==> src/rtl/io_map_pkg.sv <==
// IO bus address map, master FSM state encoding and shared widths.
// Used by io_bus_master and by the PDU, so the address constants are defined in one place.
package io_map_pkg;

    localparam logic [7:0] ADDR_OUT0  = 8'h00;
    localparam logic [7:0] ADDR_READY = 8'h04;
    localparam logic [7:0] ADDR_OUT1  = 8'h08;
    localparam logic [7:0] ADDR_IN    = 8'h0c;
    localparam logic [7:0] ADDR_VALID = 8'h10;

    localparam int OUT0_W = 5;

    localparam logic [3:0] S_IDLE = 4'd0;
    localparam logic [3:0] S_SEED = 4'd1;
    localparam logic [3:0] S_W1   = 4'd2;
    localparam logic [3:0] S_W0   = 4'd3;
    localparam logic [3:0] S_RDY  = 4'd4;
    localparam logic [3:0] S_POLL = 4'd5;
    localparam logic [3:0] S_RD   = 4'd6;
    localparam logic [3:0] S_NRDY = 4'd7;
    localparam logic [3:0] S_UPD  = 4'd8;

    typedef enum logic [3:0] {
        ST_IDLE = S_IDLE,
        ST_SEED = S_SEED,
        ST_W1   = S_W1,
        ST_W0   = S_W0,
        ST_RDY  = S_RDY,
        ST_POLL = S_POLL,
        ST_RD   = S_RD,
        ST_NRDY = S_NRDY,
        ST_UPD  = S_UPD
    } state_t;

    // Ones in the low 4*digits bits of the accumulator.
    function automatic logic [31:0] digit_mask(input int digits);
        logic [31:0] m;
        m = '0;
        for (int i = 0; i < 32; i++) begin
            if (i < digits * 4) m[i] = 1'b1;
        end
        return m;
    endfunction

endpackage

==> src/rtl/io_poll_debounce.sv <==
// Stability filter for the valid toggle: reports a change only after DEBOUNCE_CYC
// consecutive enabled samples differ from the reference.
module io_poll_debounce #(
    parameter int DEBOUNCE_CYC = 4
) (
    input  logic clk,
    input  logic rst,
    input  logic i_sample,
    input  logic i_sample_en,
    input  logic i_ref,
    output logic o_changed
);

    localparam int CW = $clog2(DEBOUNCE_CYC + 1);

    logic [CW-1:0] r_stable;
    logic          w_diff;
    logic          w_hit;

    assign w_diff    = i_sample_en && (i_sample != i_ref);
    assign w_hit     = w_diff && (r_stable == CW'(DEBOUNCE_CYC - 1));
    assign o_changed = w_hit;

    always_ff @(posedge clk) begin
        if (rst) begin
            r_stable <= '0;
        end else if (!w_diff || w_hit) begin
            r_stable <= '0;
        end else begin
            r_stable <= r_stable + CW'(1);
        end
    end

endmodule

==> src/rtl/io_bus_master.sv <==
// Hardware IO-bus initiator running the switch/LED hex-entry protocol without a CPU.
// Optional input filtering on the valid toggle is enabled with IO_MASTER_DEBOUNCE_EN.
module io_bus_master
    import io_map_pkg::*;
#(
    parameter int MAX_DIGITS = 8
`ifdef IO_MASTER_DEBOUNCE_EN
    , parameter int DEBOUNCE_CYC = 4
`endif
) (
    input  logic        clk,
    input  logic        rst,
    input  logic        start,
    input  logic        stop,
    output logic [7:0]  io_addr,
    output logic [31:0] io_dout,
    output logic        io_we,
    input  logic [31:0] io_din,
    output logic        busy,
    output logic [15:0] events
);

    localparam logic [31:0]       LP_ACC_MASK = digit_mask(MAX_DIGITS);
    localparam logic [OUT0_W-1:0] LP_MAX_CNT  = OUT0_W'(MAX_DIGITS);

    state_t            r_state;
    state_t            w_state_nxt;
    logic [31:0]       r_acc;
    logic [OUT0_W-1:0] r_cnt;
    logic              r_last_valid;
    logic [4:0]        r_sw;
    logic [15:0]       r_events;

    logic [7:0]        w_addr;
    logic [31:0]       w_dout;
    logic              w_we;
    logic              w_changed;
    logic              w_in_poll;
    logic              w_unused_din;

    assign w_in_poll    = (r_state == ST_POLL);
    assign w_unused_din = ^io_din[31:5];

`ifdef IO_MASTER_DEBOUNCE_EN
    io_poll_debounce #(
        .DEBOUNCE_CYC (DEBOUNCE_CYC)
    ) u_debounce (
        .clk         (clk),
        .rst         (rst),
        .i_sample    (io_din[0]),
        .i_sample_en (w_in_poll),
        .i_ref       (r_last_valid),
        .o_changed   (w_changed)
    );
`else
    assign w_changed = w_in_poll && (io_din[0] != r_last_valid);
`endif

    // NOTE: non-blocking assignments, so every register updates from pre-edge values.
    always_ff @(posedge clk) begin
        if (rst) begin
            r_state      <= ST_IDLE;
            r_acc        <= '0;
            r_cnt        <= '0;
            r_last_valid <= 1'b0;
            r_sw         <= '0;
            r_events     <= '0;
        end else begin
            r_state <= w_state_nxt;
            case (r_state)
                ST_SEED: r_last_valid <= io_din[0];
                ST_RD: begin
                    r_sw         <= io_din[4:0];
                    r_last_valid <= ~r_last_valid;
                    r_events     <= r_events + 16'd1;
                end
                ST_UPD: begin
                    if (r_sw[4]) begin
                        r_acc <= '0;
                        r_cnt <= '0;
                    end else begin
                        r_acc <= {r_acc[27:0], r_sw[3:0]} & LP_ACC_MASK;
                        r_cnt <= (r_cnt >= LP_MAX_CNT) ? LP_MAX_CNT : r_cnt + OUT0_W'(1);
                    end
                end
                default: ;
            endcase
        end
    end

    // NOTE: every output gets a default first, so no path can infer a latch.
    always_comb begin
        w_state_nxt = r_state;
        w_addr      = '0;
        w_dout      = '0;
        w_we        = 1'b0;
        case (r_state)
            ST_IDLE: if (start && !stop) w_state_nxt = ST_SEED;
            ST_SEED: begin
                w_addr      = ADDR_VALID;
                w_state_nxt = ST_W1;
            end
            ST_W1: begin
                w_addr      = ADDR_OUT1;
                w_we        = 1'b1;
                w_dout      = r_acc;
                w_state_nxt = ST_W0;
            end
            ST_W0: begin
                w_addr      = ADDR_OUT0;
                w_we        = 1'b1;
                w_dout      = {{(32-OUT0_W){1'b0}}, r_cnt};
                w_state_nxt = ST_RDY;
            end
            ST_RDY: begin
                w_addr      = ADDR_READY;
                w_we        = 1'b1;
                w_dout      = 32'd1;
                w_state_nxt = ST_POLL;
            end
            ST_POLL: begin
                w_addr = ADDR_VALID;
                if (stop)           w_state_nxt = ST_IDLE;
                else if (w_changed) w_state_nxt = ST_RD;
            end
            ST_RD: begin
                w_addr      = ADDR_IN;
                w_state_nxt = ST_NRDY;
            end
            ST_NRDY: begin
                w_addr      = ADDR_READY;
                w_we        = 1'b1;
                w_state_nxt = ST_UPD;
            end
            ST_UPD:  w_state_nxt = ST_W1;
            default: w_state_nxt = ST_IDLE;
        endcase
    end

    assign io_addr = w_addr;
    assign io_dout = w_dout;
    assign io_we   = w_we;
    assign busy    = (r_state != ST_IDLE);
    assign events  = r_events;

endmodule

==> config.mk <==
export PLATFORM = sky130hd
export DESIGN_NAME = io_bus_master
export DESIGN_NICKNAME = d
export VERILOG_FILES = /design/src/rtl/io_map_pkg.sv /design/src/rtl/io_poll_debounce.sv /design/src/rtl/io_bus_master.sv
export SDC_FILE = /design/constraint.sdc
export NUM_CORES = 1
export LEC_CHECK = 0
export CAP_MARGIN = 20
export CELL_PAD_IN_SITES_DETAIL_PLACEMENT = 0
export CELL_PAD_IN_SITES_GLOBAL_PLACEMENT = 2
export CORE_MARGIN = 2
export CORE_UTILIZATION = 25
export CTS_BUF_LIST = sky130_fd_sc_hd__clkbuf_4
export CTS_CLUSTER_DIAMETER = 30
export DETAILED_ROUTE_END_ITERATION = 10
export PLACE_DENSITY_LB_ADDON = 0.05
export SYNTH_ARGS = -nofsm -noshare
export SYNTH_HDL_FRONTEND = slang
export SYNTH_SLANG_ARGS = --single-unit
export TNS_END_PERCENT = 50
==> constraint.sdc <==
create_clock -name clk -period 2.1 [get_ports clk]
set_input_delay 0.63 -clock clk [delete_from_list [all_inputs] [get_ports clk]]
set_output_delay 0.63 -clock clk [all_outputs]
set_load 0.005 [all_outputs]
=== Yosys cells after proc, flatten, opt, wreduce, memory -nomap -nowiden ===
Index checks and enable logic that the tools add are counted.

* Flip-flop bits (word level): 63
* Word-level logic and storage cells: 43
* Output and inout port bits: 58
* Input port bits: 36

* Bitwise gates (word level): 1
* Equal/unequal tests: 11
* Add/subtract/negate cells: 2
* Muxes and demuxes: 11
* Magnitude comparators: 1
* Reduce and logical (&&, ||, !) cells: 11

{| class="wikitable"
|+ Operators with widths
! cell !! number
|-
| $pmux W32 S3 || 1
|-
| $mux W32 || 1
|-
| $pmux W4 S8 || 1
|-
| $pmux W5 S4 || 1
|-
| $add A16 B1 Y16 const B || 1
|-
| $eq A4 B3 Y1 const B || 4
|-
| $mux W4 || 3
|-
| $mux W5 || 2
|-
| $eq A4 B2 Y1 const B || 2
|-
| $reduce_or A2 Y1 || 3
|-
| $add A5 B1 Y5 const B || 1
|-
| $ge A5 B4 Y1 const B || 1
|-
| $eq A4 B1 Y1 const B || 1
|-
| $eq A4 B4 Y1 const B || 1
|-
| $logic_not A4 Y1 || 1
|-
| $reduce_bool A4 Y1 || 1
|-
| $reduce_or A4 Y1 || 1
|-
| $ne A3 B3 Y1 const B || 1
|-
| $logic_and A1 B1 Y1 || 2
|-
| $ne A2 B2 Y1 const B || 1
|-
| $pmux W1 S2 || 1
|-
| $reduce_and A2 Y1 || 1
|-
| $reduce_bool A2 Y1 || 1
|-
| $logic_not A1 Y1 || 1
|-
| 3 further kinds || 3
|}

=== Longest topological paths before layout ===
Gate-level depths: netlist (run 1).

* Depth in word-level cells: 5
* Depth in mapped cells: 6
* Gate-level depth less buffers: 5

=== Worst setup path before layout (run 1) ===
OpenSTA, ideal clock, no wires.

* Kind: register to output
* Start: register r_state[0]
* End: output io_dout[0]
* Arrival: 1.307 ns
* Cell stages (with the launch flop): 6
* Data required time: 1.470 ns
* Path buffers: 2
* Setup slack: 0.163 ns
* Cells stage by stage: dfxtp_1 -> buf_1 -> buf_1 -> nand4b_1 -> o21a_1 -> nor2_1

* Longest elaborated chain between the ends: 2
* Elaborated cells on any way between the ends: 4
* Those cells by class: 3 x eq/ne; 1 x mux

{| class="wikitable"
|+ RTL lines
! element !! line !! source
|-
| from (decl) || io_bus_master.sv:26 || <nowiki>state_t r_state;</nowiki>
|-
| from (signal assigned) || io_bus_master.sv:69 || <nowiki>r_state <= w_state_nxt;</nowiki>
|-
| $eq A4 B3 Y1 or $eq A4 B2 Y1 (tied branches) || io_bus_master.sv:97 || <nowiki>case (r_state)</nowiki>
|-
| $pmux W32 S3 * || io_bus_master.sv:97 ||
|-
| to (decl) || io_bus_master.sv:16 || <nowiki>output logic [31:0] io_dout,</nowiki>
|}

Every way passes the cells marked *; elsewhere a longest branch is shown, timed or not.

=== Worst setup path in the final report (run 1) ===
* Start: register r_state[1]
* End: output io_dout[13]

Same word-level chain as after synthesis.

==> metrics.sh, run 1 <==
CRITPATHKIND='reg -> out'
POST_SYNTH_AND_OR_NAND_NOR_AREA_FRACTION=0.3365
NUMBER_OF_ENABLE_TYPE_REGISTER_CELLS_IN_THE_SYNTHESIZED_NETLIST=0
POST-ROUTE-PERIOD-UTIL=1.015
CP-ENDPOINT='io_dout[13]'
DETAILEDPLACE.WORSTSLACK_NS=-0.03236
WL_PER_CELL_MICRONS=15.65
REG2REG_FROM='r_state[0]'
DRV_CAP=0
ROUTED_WL_MICRONS=9357
RSZ0062_AT_GRT='true'
CPMAXSTAGEDELAYCELL='sky130_fd_sc_hd__dfxtp_2'
CTS_ROOT_BUFFER='sky130_fd_sc_hd__clkbuf_4'
VIA_COUNT_OF_THE_FIRST_GLOBAL_ROUTING_PASS=2790
FIRST_PASS_GRT_WIRE_LENGTH_MICRONS=15120
PEAK_SUPPLY_DROP_uV=233.5
NUMBER_OF_ROWS_CREATED_AT_FLOORPLAN=39
SYNTH_SEQUENTIAL_AREA_RATIO=0.4209
RANKING_OF_SYNTHESIZED_CELLS_BY_AREA='sky130_fd_sc_hd__dfxtp_1 42%, sky130_fd_sc_hd__a21oi_1 8.4%, sky130_fd_sc_hd__nand3b_1 8.0%'
TOTAL_POWER_W=0.002236
HOLD_VIOL=0
SYNTHTOPCELLSBYCOUNT='63 x sky130_fd_sc_hd__dfxtp_1, 55 x sky130_fd_sc_hd__nand2_1, 50 x sky130_fd_sc_hd__a21oi_1, 32 x sky130_fd_sc_hd__nand3b_1, 28 x sky130_fd_sc_hd__and3_1'
DIE_W_MICRONS=113.5
FINALWORSTSETUPSLACK_NS=-0.03114
SETUP_VIOL=21
GR-TOTAL-OVERFLOW=0
CTS_INSERTED_BUFFERS=9
HOLD_PATH.CLASS='reg -> reg'
FINAL_HPWL_DP_MICRONS=5700
LEAKAGEPOWER_nW=1.538
CRITICAL_PATH.ENDPOINT_TYPE='output pin'
IO_BUFFER_COUNT=61
TIMING.HOLD.WORST_PATH_DEPTH=2
YOSYS.AREA_SHARE.ADDER=0.008351
CRITPATHARRIVALTIME_NS=1.50
TIMING.CLOCK.SKEW_NS=0.02008
INITIAL_UTILIZATION=0.2591
SYNTH.FF_LATCH_COUNT=63
DRT_DRC_VIOLATIONS_LEFT=0
YS.WARNINGS.COUNT=0
GRT_ANTENNA_BEFORE_REPAIR=0
POWER_PER_CELL_AREA_mW_PER_MM2=517.0
DIE_AREA_SQ_MM=0.01288
ROUTED_VIA_COUNT_DIVIDED_BY_CELL_COUNT=4.786
WORST_SETUP_PATH_START_KIND='flop'
CLOCK_PATH_BUFFERS=2
VIOLATED_CHECKS='negative setup slack'
SYNTHESIS.INSTANCES=374
SYNTH-COMPOUND-AREA-SHARE=0.1232
CLOCK_INSERTION_DELAY_WORST_SKEW_NS=0.40
SYNTH_TOP_AREA_SHARE=0.4209
NNETSFINAL=489
SYNTH_CELL_TYPES=41
ANT_NETS=0
CLOCK_SINK_COUNT=63
CORE_REGION_AREA_SQ_MM=0.01156
ANTENNA_CELLS_INSERTED=0
SYNTH-XOR-AREA-SHARE=0.04092
H-TREE-DEPTH=3
GRTUSAGETOTAL=0.1488
DIE_HEIGHT_MICRONS=113.5
MAX_STAGE_DELAY_NS=0.35
REG2REG_TO='events[15]'
GP_ROUTABILITY_CONGESTION=0.7120
DESIGN.PORTCOUNT=94
SYNTH_FF_TYPE='sky130_fd_sc_hd__dfxtp_1'
CRIT_PATH_START='r_state[1]'
LAYOUT-DRIVE-GT1-SHARE=0.2681
MUXSHAREOFSYNTHAREA=0.01336
WORST_CASE_REGISTER_TO_REGISTER_SETUP_SLACK_NS=0.17
STATUS='complete, but fails checks'
CRITICAL-PATH-TOP-CELL-BY-COUNT='sky130_fd_sc_hd__buf_6'
DOMINANT_COMBINATIONAL_CELL_FAMILY_BY_AREA_AFTER_SYNTHESIS='simple AND/OR/NAND/NOR gates'
FIN_TNS_SETUP_NS=-0.2842
YOSYSMOSTFREQUENTCELL='sky130_fd_sc_hd__dfxtp_1'
SYNTHDOMINANTAREACELLTYPE='sky130_fd_sc_hd__dfxtp_1'
DRT_FIRST_PASS_ITERS=4
ASYNC_RESET_FF_FRAC=0
CTS_TREE='yes'
SYNTH_AREA_SQ_MM=0.002997
PATH_CELLS='nor2b_4 > buf_6 > clkbuf_16 > and3_4 > buf_6'
WP_DATA_REQUIRED_NS=1.47
FMAX_MHz=469.2
REPORT.FINAL.SLEW_VIOL_COUNT=0
NUM_VIAS=2862
CP.DEPTH=5
DRT_FIRST_ITER_VIOLATIONS=146
CTS-HOLD-FIX-BUFFERS=0
CRITICAL_PATH.TOP_DELAY_FAMILY='buffers and inverters'
WORSTPATHMAXFANOUT=7
POST-ROUTE-MIN-PERIOD_NS=2.131
WORSTPATHBUFFERINVERTERCOUNT=3
SYN_AREA_PER_CELL_SQ_UM=8.012
R2R_CELLS=5
CLK_TRANSITION_REPORTED_PATHS_NS=0.11
GRT_MAX_DEGREE=41
AREAGROWTHSYNTHTOFINISH_PCT=44.34
worst min-delay path: stages, from the launching register on:
cell and delay [ns]:
sky130_fd_sc_hd__dfxtp_1 0.32, sky130_fd_sc_hd__nand2_1 0.05, sky130_fd_sc_hd__a21oi_1 0.05
per-layer routing:
metal  vias to the layer above  track usage  routed length, microns
li1                       1448            -                       -
met2                        48       0.2244                    4294
met5                         -            0                       0
met3                         9      0.02710                     323
met1                      1357       0.2159                    4630
met4                         0      0.04634                     108
cells in the final DEF (no fill, tap or decap), types with 4 or more instances in the layout:
cell type / count
sky130_fd_sc_hd__nand4_1: 4
sky130_fd_sc_hd__buf_6: 26
sky130_fd_sc_hd__nand3b_1: 32
sky130_fd_sc_hd__buf_12: 7
sky130_fd_sc_hd__and3_1: 9
sky130_fd_sc_hd__dfxtp_1: 59
sky130_fd_sc_hd__xor2_1: 5
sky130_fd_sc_hd__o21ai_0: 5
sky130_fd_sc_hd__clkdlybuf4s50_1: 23
sky130_fd_sc_hd__a21oi_1: 49
sky130_fd_sc_hd__clkbuf_2: 4
sky130_fd_sc_hd__buf_2: 10
sky130_fd_sc_hd__nand2_1: 55
sky130_fd_sc_hd__nor3_1: 5
sky130_fd_sc_hd__xnor2_1: 9
sky130_fd_sc_hd__and3_4: 19
sky130_fd_sc_hd__inv_1: 4
sky130_fd_sc_hd__conb_1: 5
sky130_fd_sc_hd__buf_4: 17
sky130_fd_sc_hd__clkbuf_4: 10
sky130_fd_sc_hd__nor2_1: 24
sky130_fd_sc_hd__nand3_1: 6
cell type report:
| class | count | area (sq um) |
|---|---|---|
| clock inverters | 5 | 50.05 |
| inverters | 5 | 18.77 |
| clock buffers | 10 | 75.07 |
| multi-input cells | 276 | 1742 |
| flip-flops and latches | 63 | 1271 |
| repair buffers | 96 | 989.7 |
| fillers | 1205 | 7239 |
| well taps | 143 | 178.9 |
worst min path at each step:
stage / endpoint / from / slack (ns)
floorplan: r_acc[28] / r_acc[28] / 0.43
global placement: r_acc[30] / r_acc[30] / 0.43
detailed placement: r_acc[30] / r_acc[30] / 0.44
CTS: r_acc[30] / r_acc[30] / 0.45
global route: r_acc[30] / r_acc[30] / 0.47
finish: r_acc[30] / r_acc[30] / 0.45
logic make-up after synthesis:
logic type      after synthesis
xor+xnor                     14
fa+ha+maj                     2
buf+inv                      39
flops                        63
mux                           4
other cells                   1
simple gates                184
compound gates               67
report_power, final:
part	internal (W)	total (W)	leakage [nW]	switching (W)
clock	0.000361	0.000817	0.0673	0.000455
sequential	0.00120	0.00120	0.510	0.00000629
combinational	0.000107	0.000215	0.961	0.000108
total	0.00167	0.00224	1.54	0.000570
sequential cells by signal (all words and copies together) (netlist names):
name / flops
r_cnt: 5
r_acc: 32
r_sw: 5
events: 16
r_state: 4
r_last_valid: 1
per-stage QoR:
stage	hold WS, ns	instances	instance area, sq um	util
floorplan	0.4274	378	3012	-
global placement	0.4336	570	3864	0.3341
detailed placement	0.4387	570	3864	0.3341
CTS	0.4540	598	4270	0.3693
global route	0.4734	598	4325	0.3740
finish	0.4528	598	4325	0.3740
what timing repair did:
action                     in CTS  in global routing
setup endpoints to repair      37                 36
resized for setup             153                 57
gates cloned                    3                  1
pin swaps                       5                  2
setup buffers                  10                  3
Power figures use the tool's default switching activity.
==> inputs of run 2 (changes only) <==
Settings changed: CORE_ASPECT_RATIO set to 1.25.
==> run 2 against run 1 <==
The run still ends with negative setup slack left. Via count rose by 0.98%. Clock skew fell by 0.0074 ns. Worst setup slack got worse by 0.092 ns. Sequential share of layout area fell by 0.33 points. Design area rose by 1.7%. Total power fell by 5.5%. Core utilization rose by 0.30 points. Largest cell class unchanged. Largest power group unchanged.
==> metrics.sh, run 2 (same netlist as run 1, synthesis figures left out) <==
ANT_NETS=0  # unchanged
FMAX_MHz=449.8  # -4.1%
CTS_TREE='yes'
CLK_TRANSITION_REPORTED_PATHS_NS=0.10  # about the same
NNETSFINAL=497  # +1.6%
WL_PER_CELL_MICRONS=14.74  # -5.8%
GRT_ANTENNA_BEFORE_REPAIR=0  # unchanged
LAYOUT.CELL_AREA.NON_FILLER_SQ_MM=0.004400  # +1.7%
FINALWORSTSETUPSLACK_NS=-0.1232  # -0.09205 ns
LAYOUT-DRIVE-GT1-SHARE=0.3039  # +0.03575
TIMING.CLOCK.SKEW_NS=0.01270  # -0.007380 ns
IO_BUFFER_COUNT=61  # unchanged
AREAGROWTHSYNTHTOFINISH_PCT=46.85
CP.DEPTH=7  # +2
CLOCK_PATH_BUFFERS=2  # unchanged
DIE_AREA_SQ_MM=0.01288  # about the same
CRITPATHARRIVALTIME_NS=1.59  # +0.09 ns
WORST_SETUP_PATH_START_KIND='flop'
FINAL-INSTANCE-COUNT-EXCL-FILL=625  # +4.5%
MET2_WIRELENGTH_MICRONS=4811  # +12%
PATH_CELLS='nor2b_4 > buf_6 > buf_8 > buf_6 > buf_6 > and3_4 > buf_6'
ANTENNA_CELLS_INSERTED=0  # unchanged
LAYOUT.CELLS.MOST_COMMON_LIST='55 x sky130_fd_sc_hd__nand2_1, 53 x sky130_fd_sc_hd__dfxtp_1, 48 x sky130_fd_sc_hd__a21oi_1, 33 x sky130_fd_sc_hd__buf_6, 32 x sky130_fd_sc_hd__nand3b_1'
FINAL_HPWL_DP_MICRONS=5838  # +2.4%
MAX_STAGE_DELAY_NS=0.34  # about the same
DETAIL_ROUTE.WIRELENGTH.MET1_MICRONS=3961  # -14%
MIN-DELAY-START='r_acc[31]'
REG2REG_FROM='r_state[3]'
WORST_CASE_REGISTER_TO_REGISTER_SETUP_SLACK_NS=0.11  # -0.06 ns
FIN_TNS_SETUP_NS=-0.7110  # -0.4268 ns
CLOCK_SINK_COUNT=63  # unchanged
GP_ROUTABILITY_CONGESTION=0.7265  # +2.0%
PLACED_AREA_SQ_MM=0.003896  # +0.84%
CTS_INSERTED_BUFFERS=9  # unchanged
DIE_HEIGHT_MICRONS=126.4  # +11%
FINALCOREUTILIZATION=0.3770  # +0.003024
DETAILROUTE.WIRELENGTH.MET3_MICRONS=297  # -8.0%
TOP_SIGNAL_LAYER_USED='met4'
HOLD_PATH.CLASS='reg -> reg'
WORSTPATHMAXFANOUT=4  # -3
DESIGN.PORTCOUNT=94  # unchanged
H-TREE-DEPTH=3  # unchanged
WORSTPATHBUFFERINVERTERCOUNT=5  # +2
ROUTED_VIA_COUNT_DIVIDED_BY_CELL_COUNT=4.624  # -3.4%
GR-TOTAL-OVERFLOW=0  # unchanged
LARGEST_REGISTER_FF_COUNT=32  # unchanged
ROUTED_WL_MICRONS=9210  # -1.6%
WP_DATA_REQUIRED_NS=1.47  # about the same
VIOLATED_CHECKS='negative setup slack'
PEAK_SUPPLY_DROP_uV=259.5  # +11%
NUM_VIAS=2890  # +0.98%
POWER_PER_CELL_AREA_mW_PER_MM2=480.2  # -7.1%
SETUP_VIOL=16  # -24%
CRIT_PATH_START='r_state[1]'
RSZ0062_AT_GRT='true'
CORE_REGION_AREA_SQ_MM=0.01167  # +0.92%
VIA_COUNT_OF_THE_FIRST_GLOBAL_ROUTING_PASS=2891  # +3.6%
CTS_ROOT_BUFFER='sky130_fd_sc_hd__clkbuf_4'
INITIAL_UTILIZATION=0.2568  # -0.002361
DRT_FIRST_PASS_ITERS=4  # unchanged
CRITICAL-PATH-TOP-CELL-BY-COUNT='sky130_fd_sc_hd__buf_6'
CRITICAL_PATH.TOP_DELAY_FAMILY='buffers and inverters'
CLOCK_INSERTION_DELAY_WORST_SKEW_NS=0.42  # +0.02 ns
STATUS='complete, but fails checks'
LAYOUT.CELLS.MOST_COMMON='sky130_fd_sc_hd__nand2_1'
POST-ROUTE-PERIOD-UTIL=1.059  # +0.04383
CRITICAL_PATH.ENDPOINT_TYPE='output pin'
NUMBER_OF_ROWS_CREATED_AT_FLOORPLAN=44  # +13%
SLEW_HEADROOM=0.6062
REPORT.FINAL.SLEW_VIOL_COUNT=0  # unchanged
DRT_DRC_VIOLATIONS_LEFT=0  # unchanged
CP-ENDPOINT='io_dout[25]'
R2R_CELLS=6  # +1
NUMPLACEDINSTANCES=591  # +3.7%
LEAKAGEPOWER_nW=1.583  # +2.9%
DRV_CAP=0  # unchanged
FIRST_PASS_GRT_WIRE_LENGTH_MICRONS=15240  # +0.78%
POST-ROUTE-MIN-PERIOD_NS=2.223  # +0.09205 ns
GRTUSAGETOTAL=0.1522  # +0.003392
DIE_W_MICRONS=101.9  # -10%
CPMAXSTAGEDELAYCELL='sky130_fd_sc_hd__dfxtp_2'
LARGEST-REGISTER='r_acc'
CRITPATHKIND='reg -> out'
DRT_FIRST_ITER_VIOLATIONS=118  # -19%
HOLD_VIOL=0  # unchanged
REG2REG_TO='events[13]'
GRT_MAX_DEGREE=32  # -22%
TOTAL_POWER_W=0.002113  # -5.5%
MAX_SLEW.WORST_PIN.SLEW_NS=0.5823
run 2: cell types whose count changed in the layout (fill, tap and decap cells not counted), sizes merged:
cell           previous run  this run
clkdlybuf4s15             4         1
buf                      62        75
bufinv                    1         0
clkinv                    3         6
dlymetal6s2s              0         1
clkinvlp                  1         0
clkbuf                   15        12
run 2: final cells by class:
class / instances / area (sq um)
fillers: 1269 / 7271
multi-input cells: 276 / 1774
flip-flops and latches: 63 / 1279
repair buffers: 104 / 1025
well taps: 161 / 201.4
clock buffers: 10 / 75.07
clock inverters: 6 / 27.53
inverters: 5 / 18.77
run 2: through the flow:
step	setup WS, ns	hold slack, ns
final	-0.1232	0.4580
after global routing	-0.2107	0.4759
after CTS	-0.1932	0.4606
after detailed placement	-0.07339	0.4406
after global placement	-0.04043	0.4405
after floorplan	0.1627	0.4274
run 2: routing by layer:
metal,vias up,global-route usage
met1,1370,0.1853
met3,10,0.03361
met4,0,0.05412
met5,-,0
met2,48,0.2608
li1,1462,-
run 2: what timing repair did:
| item | in CTS | in global routing |
|---|---|---|
| pin swaps | 19 | 8 |
| cloned | 4 | 0 |
| hold buffers | 0 | 0 |
| resized for setup | 211 | 27 |
| hold endpoints to repair | 0 | 0 |
| setup endpoints to repair | 37 | 45 |
| buffers inserted | 14 | 5 |
run 2: tightest hold or removal path, delay by kind of cell, from the launching register on:
family | cells | cell delay [ns]
flops | 1 | 0.32
simple gates | 1 | 0.05
compound gates | 1 | 0.05
run 2: power by group:
part / switching, W / internal (W) / total (W)
clock: 0.000453 / 0.000241 / 0.000694
combinational: 0.000109 / 0.000106 / 0.000215
sequential: 0.00000618 / 0.00120 / 0.00120
run 2: worst min path at each step:
stage,end,slack [ns],cells past startpoint
6_report,r_acc[31],0.46,2
3_3_place_gp,r_acc[31],0.44,2
3_5_place_dp,r_acc[31],0.44,2
2_1_floorplan,r_acc[28],0.43,2
5_1_grt,r_sw[3],0.48,2
4_1_cts,r_acc[31],0.46,2
